## src/rtl/ram_burst_initiator_pkg.sv

```systemverilog
// ram_init_pkg: shared state encoding and default widths for the RAM burst initiator.
package ram_init_pkg;
    localparam int DEF_ADDR_WIDTH = 8;
    localparam int DEF_DATA_WIDTH = 32;
    localparam int DEF_LEN_WIDTH  = 4;
    typedef enum logic [1:0] {IDLE, WRITE, READ, DRAIN} ram_init_state_e;
endpackage

```

## src/rtl/ram_burst_initiator_if.sv

```systemverilog
// ram_burst_initiator_if: client command/data handshakes plus the single-port RAM port.
// RAM_INIT_BOUNDS_CHECK_EN adds the err pulse.
interface ram_burst_initiator_if #(
    parameter int ADDR_WIDTH = ram_init_pkg::DEF_ADDR_WIDTH,
    parameter int DATA_WIDTH = ram_init_pkg::DEF_DATA_WIDTH,
    parameter int LEN_WIDTH  = ram_init_pkg::DEF_LEN_WIDTH
);
    logic                  cmd_valid, cmd_ready, cmd_we;
    logic [ADDR_WIDTH-1:0] cmd_addr;
    logic [LEN_WIDTH-1:0]  cmd_len;
    logic                  wr_valid, wr_ready;
    logic [DATA_WIDTH-1:0] wr_data;
    logic                  rd_valid, rd_ready, rd_last;
    logic [DATA_WIDTH-1:0] rd_data;
    logic                  done;
    logic                  ram_en, ram_we;
    logic [ADDR_WIDTH-1:0] ram_addr;
    logic [DATA_WIDTH-1:0] ram_wdata, ram_rdata;
`ifdef RAM_INIT_BOUNDS_CHECK_EN
    logic                  err;
    modport master (
        input  cmd_valid, cmd_we, cmd_addr, cmd_len, wr_valid, wr_data, rd_ready, ram_rdata,
        output cmd_ready, wr_ready, rd_valid, rd_data, rd_last, done, ram_en, ram_we, ram_addr, ram_wdata, err
    );
    modport slave (
        output cmd_valid, cmd_we, cmd_addr, cmd_len, wr_valid, wr_data, rd_ready, ram_rdata,
        input  cmd_ready, wr_ready, rd_valid, rd_data, rd_last, done, ram_en, ram_we, ram_addr, ram_wdata, err
    );
`else
    modport master (
        input  cmd_valid, cmd_we, cmd_addr, cmd_len, wr_valid, wr_data, rd_ready, ram_rdata,
        output cmd_ready, wr_ready, rd_valid, rd_data, rd_last, done, ram_en, ram_we, ram_addr, ram_wdata
    );
    modport slave (
        output cmd_valid, cmd_we, cmd_addr, cmd_len, wr_valid, wr_data, rd_ready, ram_rdata,
        input  cmd_ready, wr_ready, rd_valid, rd_data, rd_last, done, ram_en, ram_we, ram_addr, ram_wdata
    );
`endif
endinterface

```

## src/rtl/ram_burst_initiator.sv

```systemverilog
// ram_burst_initiator: burst command engine driving a single-port RAM with valid/ready data streams.
// Define RAM_INIT_BOUNDS_CHECK_EN to reject bursts that would cross the top of the address space.
module ram_burst_initiator
    import ram_init_pkg::*;
#(
    parameter int ADDR_WIDTH = DEF_ADDR_WIDTH,
    parameter int DATA_WIDTH = DEF_DATA_WIDTH,
    parameter int LEN_WIDTH  = DEF_LEN_WIDTH
) (
    input  logic                 clk,
    input  logic                 rst_n,
    ram_burst_initiator_if.master bus
);
    ram_init_state_e       state_q, state_d;
    logic [ADDR_WIDTH-1:0] addr_q;
    logic [LEN_WIDTH-1:0]  cnt_q;
    logic [DATA_WIDTH-1:0] rd_data_q;
    logic                  rd_valid_q, rd_last_q, done_q;
    logic                  idle, in_write, accept, wr_beat, rd_issue, rd_pop, last;
`ifdef RAM_INIT_BOUNDS_CHECK_EN
    localparam int SW = ADDR_WIDTH + LEN_WIDTH;
    logic err_q, oob;
    assign oob     = (SW'(bus.cmd_addr) + SW'(bus.cmd_len)) > SW'({ADDR_WIDTH{1'b1}});
    assign accept  = idle & bus.cmd_valid & !oob;
    assign bus.err = err_q;
`else
    assign accept  = idle & bus.cmd_valid;
`endif
    // cmd_ready is forced low while reset is held
    assign idle     = rst_n && state_q == IDLE;
    assign in_write = state_q == WRITE;
    assign last     = cnt_q == '0;
    assign wr_beat  = in_write & bus.wr_valid;
    assign rd_pop   = rd_valid_q & bus.rd_ready;
    assign rd_issue = state_q == READ && (!rd_valid_q || bus.rd_ready);
    assign bus.cmd_ready = idle;
    assign bus.wr_ready  = in_write;
    assign bus.ram_en    = wr_beat | rd_issue;
    assign bus.ram_we    = wr_beat;
    assign bus.ram_addr  = addr_q;
    assign bus.ram_wdata = in_write ? bus.wr_data : '0;
    assign bus.rd_valid  = rd_valid_q;
    assign bus.rd_data   = rd_data_q;
    assign bus.rd_last   = rd_last_q;
    assign bus.done      = done_q;
    always_comb begin
        state_d = state_q;
        case (state_q)
            IDLE:    state_d = accept ? (bus.cmd_we ? WRITE : READ) : IDLE;
            WRITE:   state_d = (wr_beat && last) ? IDLE : WRITE;
            READ:    state_d = (rd_issue && last) ? DRAIN : READ;
            DRAIN:   state_d = rd_pop ? IDLE : DRAIN;
            default: state_d = IDLE;
        endcase
    end
    always_ff @(posedge clk or negedge rst_n) begin
        if (!rst_n) begin
            state_q    <= IDLE;
            addr_q     <= '0;
            cnt_q      <= '0;
            rd_data_q  <= '0;
            rd_valid_q <= 1'b0;
            rd_last_q  <= 1'b0;
            done_q     <= 1'b0;
        end else begin
            state_q <= state_d;
            done_q  <= (wr_beat && last) || (state_q == DRAIN && rd_pop);
            if (accept) begin
                addr_q <= bus.cmd_addr;
                cnt_q  <= bus.cmd_len;
            end else if (wr_beat || rd_issue) begin
                addr_q <= addr_q + ADDR_WIDTH'(1);
                cnt_q  <= cnt_q - LEN_WIDTH'(1);
            end
            // one-entry output register: refill on issue, empty on a pop without refill
            if (rd_issue) begin
                rd_data_q  <= bus.ram_rdata;
                rd_valid_q <= 1'b1;
                rd_last_q  <= last;
            end else if (rd_pop) begin
                rd_valid_q <= 1'b0;
                rd_last_q  <= 1'b0;
            end
        end
    end
`ifdef RAM_INIT_BOUNDS_CHECK_EN
    always_ff @(posedge clk or negedge rst_n) begin
        if (!rst_n) err_q <= 1'b0;
        else        err_q <= idle & bus.cmd_valid & oob;
    end
`endif
endmodule

```

## src/flat_wrapper.sv

```systemverilog
// flat-port wrapper written by rule: the top's interface ports become plain ports
module ram_burst_initiator_flat import ram_init_pkg::*;
#(
    parameter int ADDR_WIDTH = DEF_ADDR_WIDTH,
    parameter int DATA_WIDTH = DEF_DATA_WIDTH,
    parameter int LEN_WIDTH  = DEF_LEN_WIDTH
)
  (clk, rst_n, bus_cmd_valid, bus_cmd_we, bus_cmd_addr, bus_cmd_len, bus_wr_valid, bus_wr_data, bus_rd_ready, bus_ram_rdata, bus_cmd_ready, bus_wr_ready, bus_rd_valid, bus_rd_data, bus_rd_last, bus_done, bus_ram_en, bus_ram_we, bus_ram_addr, bus_ram_wdata);
  ram_burst_initiator_if #(.ADDR_WIDTH(ADDR_WIDTH), .DATA_WIDTH(DATA_WIDTH), .LEN_WIDTH(LEN_WIDTH)) bus_i ();
  input  logic clk;
  input  logic rst_n;
  input wire logic [$bits(bus_i.cmd_valid)-1:0] bus_cmd_valid;
  input wire logic [$bits(bus_i.cmd_we)-1:0] bus_cmd_we;
  input wire logic [$bits(bus_i.cmd_addr)-1:0] bus_cmd_addr;
  input wire logic [$bits(bus_i.cmd_len)-1:0] bus_cmd_len;
  input wire logic [$bits(bus_i.wr_valid)-1:0] bus_wr_valid;
  input wire logic [$bits(bus_i.wr_data)-1:0] bus_wr_data;
  input wire logic [$bits(bus_i.rd_ready)-1:0] bus_rd_ready;
  input wire logic [$bits(bus_i.ram_rdata)-1:0] bus_ram_rdata;
  output wire logic [$bits(bus_i.cmd_ready)-1:0] bus_cmd_ready;
  output wire logic [$bits(bus_i.wr_ready)-1:0] bus_wr_ready;
  output wire logic [$bits(bus_i.rd_valid)-1:0] bus_rd_valid;
  output wire logic [$bits(bus_i.rd_data)-1:0] bus_rd_data;
  output wire logic [$bits(bus_i.rd_last)-1:0] bus_rd_last;
  output wire logic [$bits(bus_i.done)-1:0] bus_done;
  output wire logic [$bits(bus_i.ram_en)-1:0] bus_ram_en;
  output wire logic [$bits(bus_i.ram_we)-1:0] bus_ram_we;
  output wire logic [$bits(bus_i.ram_addr)-1:0] bus_ram_addr;
  output wire logic [$bits(bus_i.ram_wdata)-1:0] bus_ram_wdata;
  assign bus_i.cmd_valid = bus_cmd_valid;
  assign bus_i.cmd_we = bus_cmd_we;
  assign bus_i.cmd_addr = bus_cmd_addr;
  assign bus_i.cmd_len = bus_cmd_len;
  assign bus_i.wr_valid = bus_wr_valid;
  assign bus_i.wr_data = bus_wr_data;
  assign bus_i.rd_ready = bus_rd_ready;
  assign bus_i.ram_rdata = bus_ram_rdata;
  assign bus_cmd_ready = bus_i.cmd_ready;
  assign bus_wr_ready = bus_i.wr_ready;
  assign bus_rd_valid = bus_i.rd_valid;
  assign bus_rd_data = bus_i.rd_data;
  assign bus_rd_last = bus_i.rd_last;
  assign bus_done = bus_i.done;
  assign bus_ram_en = bus_i.ram_en;
  assign bus_ram_we = bus_i.ram_we;
  assign bus_ram_addr = bus_i.ram_addr;
  assign bus_ram_wdata = bus_i.ram_wdata;
  ram_burst_initiator #(.ADDR_WIDTH(ADDR_WIDTH), .DATA_WIDTH(DATA_WIDTH), .LEN_WIDTH(LEN_WIDTH)) u_core (.clk(clk), .rst_n(rst_n), .bus(bus_i));
endmodule
```

## config.mk

```make
export PLATFORM = sky130hd
export DESIGN_NAME = ram_burst_initiator_flat
export DESIGN_NICKNAME = d
export VERILOG_FILES = /design/src/rtl/ram_burst_initiator_pkg.sv /design/src/rtl/ram_burst_initiator_if.sv /design/src/rtl/ram_burst_initiator.sv /design/src/flat_wrapper.sv
export SDC_FILE = /design/constraint.sdc
export NUM_CORES = 1
export LEC_CHECK = 0
export ABC_AREA = 0
export CAP_MARGIN = 0
export CORE_AREA = 2 2 85 87
export DETAILED_ROUTE_END_ITERATION = 8
export DIE_AREA = 0 0 87 89
export PLACE_DENSITY_LB_ADDON = 0.15
export SLEW_MARGIN = 0
export SYNTH_ARGS = -nofsm -noshare
export SYNTH_HDL_FRONTEND = slang
export SYNTH_SLANG_ARGS = --single-unit
```

## constraint.sdc

```tcl
create_clock -name clk -period 1.7 [get_ports clk]
set_input_delay 0.34 -clock clk [delete_from_list [all_inputs] [get_ports clk]]
set_output_delay 0.34 -clock clk [all_outputs]
set_load 0.05 [all_outputs]
```

==> results.txt, run 1 <==
----------------------------------------------------
[Outcome]
  Outcome ... finished with violations
  Violated checks ... negative setup slack

[Clock tree]
  Later-pin clock latency in the skew report ... 300 ps
  Clock Root Buffer ... sky130_fd_sc_hd__clkbuf_8
  Clock-pin slew reported for the worst setup and hold paths after clock tree synthesis ... 100 ps
  Clk buf depth ... 2
  Total clock buffers created by CTS ... 5
  Hold buffer count at CTS ... 0
  Num Clock Sinks ... 49
  Clock H-tree levels ... 2
  Clock tree from TritonCTS ... done

[Floorplanning]
  Effective utilization at floorplan ... 0.349
  Total core area ... 6720 um^2
  Die Wd ... a little under 90 um
  Area of the die ... 7740 um^2
  Height of the chip ... 89 um
  Row cnt ... 30
  I/O pin total ... 161

[STA]
  Achievable Freq ... 552 MHz
  Worst path setup slack after routing ... -113 ps
  Worst Hold Slack ... 166 ps
  Slew at the pin with the worst max-slew slack ... 625 ps
  Rel. slew slack ... 0.583
  Max-slew violation count ... 0
  Time the worst path needs with I/O delays and setup ... ~1800 ps
  Hold Violations, Final ... 0
  Final setup violation count ... 37
  Unrepaired setup endpoints after global routing ... yes
  Period utilisation layout ... 1.07
  Setup Skew ... 9.92 ps

[Worst setup path]
  Critical path capture point type ... primary output
  Startpoint-to-endpoint class of the critical path ... reg -> out
  Worst endpoint required time ... 1360 ps
  Setup crit start kind ... flip-flop
  Slowest CP cell ... sky130_fd_sc_hd__dfrtp_2
  Worst path cell trace ... nor2b_4 -> buf_6 -> clkbuf_16 -> and2_4 -> buf_12
  Maximum fanout encountered on the critical timing path ... 8
  Arr. time, crit path ... roughly 1500 ps
  Largest stage delay, worst path ... 470 ps
  Kind of cell with the highest combined delay on the critical path ... flip-flops
  CP bufs+invs ... 3

[Drt]
  Violation count after the first detailed-route iteration ... 69
  Initial DRT Pass Iterations ... 4
  Routed wire length ... 7730 um
  DRC errors left ... 0
  Antenna Nets Post-Route ... 0
  Mean routed wirelength per cell ... 16.6 um
  Total number of vias ... 2181
  Number of vias per cell after detailed routing ... roughly 4.7

[Job]
  Number of max-cap violations ... 0

[Power]
  Ratio of total power to cell area ... 2090 nW/um^2
  Max IR drop VDD ... 1.24 mV
  Static power due to leakage ... between 2 and 2.5 nW

[Logic synthesis]
  Flop and latch count out of synthesis ... 49
  Mapped Area ... 2340 um^2
  Number of unique standard cell types used by synthesis ... 33
  Mean instance size in the synthesized netlist ... 11.7 um^2
  Number of nets produced by synthesis ... between 200 and 300
  Warnings from Yosys ... 0
  Seq/Total Area, Yosys ... 0.524
  Post-synthesis instance total ... 201

[Layout]
  Design area ... 4760 um^2
  Share of cells above drive strength 1 ... 0.495
  Share of the core filled with cells ... 0.709
  Number of non-filler instances in the completed layout ... 464
  Final-layout fill cell count ... ~510
  Most common cell after layout, fill and taps aside ... sky130_fd_sc_hd__clkdlybuf4s50_1
  Antenna cell count ... 0
  Total number of nets in the final design ... 468
  Commonest cells after routing, fill and taps aside ... 80 x sky130_fd_sc_hd__clkdlybuf4s50_1, 56 x sky130_fd_sc_hd__buf_4, 47 x sky130_fd_sc_hd__dfrtp_1
  Growth of design area from synthesis to finish ... 103%

[Placed design]
  I/O Buffers ... 160
  Dpl cells ... 447
  Post-detailed-placement cell area ... 4410 um^2
  Minimum setup slack after placement ... -326 ps
  Routability cong. ... slightly below 0.8
  Post-detailed-placement half-perimeter wirelength ... 5880 um

[GRT]
  Overall fraction of global-route tracks in use ... 0.184
  Antenna violations before repair ... 0
  Vias in the first global route ... roughly 2100
  Largest net degree at the start of global routing ... 50
  First-pass GRT wire length ... approximately 11000 um
  Grt ovf ... 0

[Min path]
  Class of the worst hold path ... in -> async

----------------------------------------------------
==> cell families (layout without fill, tap and decap cells) <==
kind of cell             after synthesis  after routing  synth area share
AO/OA/AOI/OAI                         23             23            0.0636
buffers and inverters                 16            199            0.0401
flip-flops                            49             49             0.524
AND/OR/NAND/NOR                       73             73             0.182
adder cells (fa/ha/maj)                3              3            0.0160
XOR/XNOR                               2              2           0.00748
multiplexers                          35             35             0.167
==> power breakdown <==
group | internal, mW | switching, mW
Sequential | 1.76 | 0.421
Combinational | 3.01 | 3.94
Clock | 0.442 | 0.391
Total | 5.22 | 4.76
==> what timing repair did <==
| item | 4_1_cts | 5_1_grt |
|---|---|---|
| setup endpoints to repair | 35 | 43 |
| endpoints found under the hold margin | 0 | 0 |
| gates cloned | 1 | 2 |
| setup buffers | 8 | 0 |
| gates resized for setup | 44 | 5 |
| pin swaps | 4 | 10 |
==> per-layer routing <==
| layer | GRT usage | up-vias | routed length (um) |
|---|---|---|---|
| li1 | - | 1066 | - |
| met1 | 0.239 | 1045 | 3110 |
| met2 | 0.320 | 62 | 4220 |
| met3 | 0.0323 | 8 | 324 |
| met4 | 0.0483 | 0 | 68 |
| met5 | 0 | - | 0 |
==> per-stage QoR <==
| step | power, mW | setup TNS [ps] |
|---|---|---|
| after floorplan | 6.21 | -416 |
| after detailed placement | 8.71 | -11260 |
| after CTS | 9.98 | -3510 |
| after global placement | 8.59 | -10100 |
| after global routing | 10.5 | -5390 |
| final | 9.97 | -2640 |
==> worst paths after layout <==
path                            slack [ps]  cells after the start                            from                                 end
worst min-delay path                   170                      2                           rst_n           u_core.bus.done$_DFF_PN0_
worst min register to register         510                      1  u_core.bus.rd_last$_DFFE_PN0P_      u_core.bus.rd_last$_DFFE_PN0P_
min in group clk                       510                      1  u_core.bus.rd_last$_DFFE_PN0P_      u_core.bus.rd_last$_DFFE_PN0P_
worst max register to register         -80                      5     u_core.state_q[1]$_DFF_PN0_  u_core.bus.ram_addr[7]$_DFFE_PN0P_
worst max-delay path                  -110                      5     u_core.state_q[1]$_DFF_PN0_                    bus_ram_wdata[0]
max in group asynchronous             1080                      2                           rst_n     u_core.bus.rd_valid$_DFFE_PN0P_
==> state kept, by name, indices dropped and copies added (netlist names) <==
name                 count
u_core.bus.rd_data      32
u_core.bus.rd_last       1
u_core.state_q           2
u_core.cnt_q             4
u_core.bus.rd_valid      1
u_core.bus.ram_addr      8
u_core.bus.done          1
==> layout make-up <==
class	count	area [um^2]	share of cell area
Tap cell	80	100	0.0210
Clock inverter	2	38.8	0.00814
Inverter	7	30.0	0.00630
Timing Repair Buffer	184	2120	0.446
Sequential cell	49	1230	0.258
Multi-Input combinational cell	136	1170	0.245
Clock buffer	6	72.6	0.0152
==> cells in the mapped netlist <==
cell | number | share of area
sky130_fd_sc_hd__nand2_1 | 7 | 0.011
sky130_fd_sc_hd__nand4_1 | 1 | 0.0027
sky130_fd_sc_hd__mux2i_1 | 2 | 0.0085
sky130_fd_sc_hd__a21oi_2 | 1 | 0.0037
sky130_fd_sc_hd__o22ai_1 | 1 | 0.0027
sky130_fd_sc_hd__a31oi_1 | 6 | 0.016
sky130_fd_sc_hd__o211ai_1 | 3 | 0.0096
sky130_fd_sc_hd__buf_6 | 4 | 0.019
sky130_fd_sc_hd__a222oi_1 | 1 | 0.0043
sky130_fd_sc_hd__or4_1 | 2 | 0.0064
sky130_fd_sc_hd__o31ai_1 | 2 | 0.0064
sky130_fd_sc_hd__nor2b_1 | 2 | 0.0053
sky130_fd_sc_hd__and3b_1 | 1 | 0.0037
sky130_fd_sc_hd__and3_1 | 2 | 0.0053
sky130_fd_sc_hd__o21ai_0 | 6 | 0.013
sky130_fd_sc_hd__and2_1 | 33 | 0.088
sky130_fd_sc_hd__clkbuf_1 | 4 | 0.0064
sky130_fd_sc_hd__nand3_1 | 5 | 0.011
sky130_fd_sc_hd__or3_1 | 7 | 0.019
sky130_fd_sc_hd__xnor2_1 | 2 | 0.0075
sky130_fd_sc_hd__inv_1 | 7 | 0.011
sky130_fd_sc_hd__ha_1 | 3 | 0.016
sky130_fd_sc_hd__a22o_1 | 1 | 0.0037
sky130_fd_sc_hd__a21oi_1 | 2 | 0.0043
sky130_fd_sc_hd__nor2_1 | 7 | 0.011
sky130_fd_sc_hd__buf_4 | 1 | 0.0032
sky130_fd_sc_hd__and4_1 | 1 | 0.0037
sky130_fd_sc_hd__and2b_1 | 1 | 0.0032
sky130_fd_sc_hd__nand2b_1 | 1 | 0.0027
sky130_fd_sc_hd__dfrtp_1 | 49 | 0.52
sky130_fd_sc_hd__nor3b_1 | 2 | 0.0064
sky130_fd_sc_hd__mux2_2 | 33 | 0.16
sky130_fd_sc_hd__and2_0 | 1 | 0.0027
Power figures use the tool's default switching activity.
==> inputs of run 2 (changes only) <==
--- a/config.mk
+++ b/config.mk
@@ -10,7 +10,9 @@
 export CORE_AREA = 2 2 85 87
 export DETAILED_ROUTE_END_ITERATION = 8
 export DIE_AREA = 0 0 87 89
+export MAX_ROUTING_LAYER = met4
 export PLACE_DENSITY_LB_ADDON = 0.15
+export SKIP_LAST_GASP = 1
 export SLEW_MARGIN = 0
 export SYNTH_ARGS = -nofsm -noshare
 export SYNTH_HDL_FRONTEND = slang
==> run 2 against run 1 <==
The run still ends with negative setup slack left; setup slack better by 1.2 ps; wire length about the same; via count rose by 0.37%; clock power down 0.5%; fmax hardly changed; core utilization unchanged; count of clock-buffer cells in the layout is the same; total power is essentially flat; design area unchanged; hold slack improved by 10 ps; combinational power barely moved; flip-flop and latch count stayed put; largest power group unchanged.
==> results.txt, run 2 (synthesized netlist as in run 1, its figures left out) <==
----------------------------------------------------
[Worst setup path]
  Startpoint-to-endpoint class of the critical path ... reg -> out
  Critical path capture point type ... primary output
  Worst endpoint required time ... 1360 ps
  Maximum fanout encountered on the critical timing path ... 8
  Arr. time, crit path ... roughly 1500 ps
  Setup crit start kind ... flip-flop

[STA]
  Setup Skew ... between 9 and 10 ps
  Rel. slew slack ... 0.581
  Final setup violation count ... 37
  Worst path setup slack after routing ... -111 ps
  Worst Hold Slack ... 176 ps
  Summed negative setup slack over all endpoints ... -2590 ps
  Slew at the pin with the worst max-slew slack ... 628 ps
  Achievable Freq ... 552 MHz
  Period utilisation layout ... 1.07
  Max-slew violation count ... 0
  Unrepaired setup endpoints after global routing ... yes
  Time the worst path needs with I/O delays and setup ... 1810 ps
  Hold Violations, Final ... 0

[Layout]
  Commonest cells after routing, fill and taps aside ... 80 x sky130_fd_sc_hd__clkdlybuf4s50_1, 56 x sky130_fd_sc_hd__buf_4, 47 x sky130_fd_sc_hd__dfrtp_1
  Growth of design area from synthesis to finish ... 103%
  Antenna cell count ... 0
  Share of cells above drive strength 1 ... 0.495
  Most common cell after layout, fill and taps aside ... sky130_fd_sc_hd__clkdlybuf4s50_1
  Flip-flop count of the largest register, all copies and words added ... 32
  Number of non-filler instances in the completed layout ... between 400 and 500
  Final-layout fill cell count ... 509
  Total number of nets in the final design ... 468

[Placed design]
  Minimum setup slack after placement ... -326 ps
  Post-detailed-placement half-perimeter wirelength ... between 5000 and 6000 um
  I/O Buffers ... 160
  Dpl cells ... 447
  Routability cong. ... ~0.80

[Drt]
  DRC errors left ... 0
  Antenna Nets Post-Route ... 0
  Initial DRT Pass Iterations ... 4
  Violation count after the first detailed-route iteration ... 70
  Total number of vias ... 2189
  Number of vias per cell after detailed routing ... around 4.7
  Routed wire length ... 7730 um
  Mean routed wirelength per cell ... 16.7 um

[GRT]
  Vias in the first global route ... roughly 2100
  Antenna violations before repair ... 0
  Largest net degree at the start of global routing ... 50
  First-pass GRT wire length ... around 11000 um
  Grt ovf ... 0
  Overall fraction of global-route tracks in use ... 0.190

[Clock tree]
  Clock-pin slew reported for the worst setup and hold paths after clock tree synthesis ... approximately 90 ps
  Clk buf depth ... 2
  Num Clock Sinks ... roughly 50
  Total clock buffers created by CTS ... 5
  Later-pin clock latency in the skew report ... 300 ps
  Clock Root Buffer ... sky130_fd_sc_hd__clkbuf_8
  Hold buffer count at CTS ... 0
  Clock tree from TritonCTS ... done
  Clock H-tree levels ... 2

[Floorplanning]
  Total core area ... approximately 6700 um^2
  I/O pin total ... 161
  Height of the chip ... 89 um
  Effective utilization at floorplan ... 0.349
  Area of the die ... 7740 um^2
  Row cnt ... 30
  Die Wd ... 87 um

[Power]
  Static power due to leakage ... 2.08 nW
  Max IR drop VDD ... about 1.2 mV
  Ratio of total power to cell area ... 2090 nW/um^2

[Outcome]
  Outcome ... finished with violations
  Violated checks ... negative setup slack

[Job]
  Number of max-cap violations ... 0

[Min path]
  Class of the worst hold path ... in -> async

----------------------------------------------------
## run 2: cell counts in the layout (fill, tap and decap cells not counted)
Identical to the previous run, type by type.
## run 2: layer usage
layer | global-route usage | vias to the layer above | part of all wire
li1 | - | 1068 | -
met1 | 0.238 | 1049 | 0.40
met2 | 0.321 | 62 | 0.54
met3 | 0.0323 | 10 | 0.042
met4 | 0.0483 | 0 | 0.012
met5 | - | - | 0
## run 2: power breakdown
group | internal [mW] | total (mW) | switching (mW)
Clock | 0.442 | 0.829 | 0.387
Sequential | 1.76 | 2.19 | 0.423
Combinational | 3.01 | 6.95 | 3.94
Total | 5.22 | 9.97 | 4.75
## run 2: repair_timing
item,CTS,global route
endpoints found under the hold margin,0,0
gates resized for setup,44,5
cloned,1,2
setup endpoints to repair,35,43
setup buffers,8,0
pin swaps,3,10
## run 2: final cells by class
cell class | instances | area [um^2] | share of cell area
clock buffer | 6 | 72.6 | 0.0152
multi-input combinational | 136 | 1170 | 0.245
tap | 80 | 100 | 0.0210
inverter | 7 | 30.0 | 0.00630
clock inverter | 2 | 38.8 | 0.00814
sequential | 49 | 1230 | 0.258
timing repair buffer | 184 | 2120 | 0.446
## run 2: worst max-delay path, cell delays in order, from the launching register on
cell and delay (ps):
sky130_fd_sc_hd__dfrtp_2 470, sky130_fd_sc_hd__nor2b_4 150, sky130_fd_sc_hd__buf_6 130, sky130_fd_sc_hd__clkbuf_16 140
sky130_fd_sc_hd__and2_4 150, sky130_fd_sc_hd__buf_12 130
## run 2: path summary, 6_finish.rpt
kind | startpoint | endpoint | depth (start not counted) | slack (ps)
max | u_core.state_q[1]$_DFF_PN0_ | bus_ram_wdata[0] | 5 | -110
min | rst_n | u_core.bus.rd_data[18]$_DFFE_PN0P_ | 2 | 180
max reg2reg | u_core.state_q[1]$_DFF_PN0_ | u_core.bus.ram_addr[7]$_DFFE_PN0P_ | 5 | -80
min reg2reg | u_core.bus.rd_last$_DFFE_PN0P_ | u_core.bus.rd_last$_DFFE_PN0P_ | 1 | 510
max in group asynchronous | rst_n | u_core.bus.rd_valid$_DFFE_PN0P_ | 2 | 1080
min in group clk | u_core.bus.rd_last$_DFFE_PN0P_ | u_core.bus.rd_last$_DFFE_PN0P_ | 1 | 510
## run 2: stage by stage
stage	cell area (um^2)	total power, mW	util
CTS	4720	9.98	0.703
floorplan	2380	6.21	-
global route	4760	10.5	0.709
global placement	4410	8.59	0.657
detailed placement	4410	8.71	0.657
finish	4760	9.97	0.709
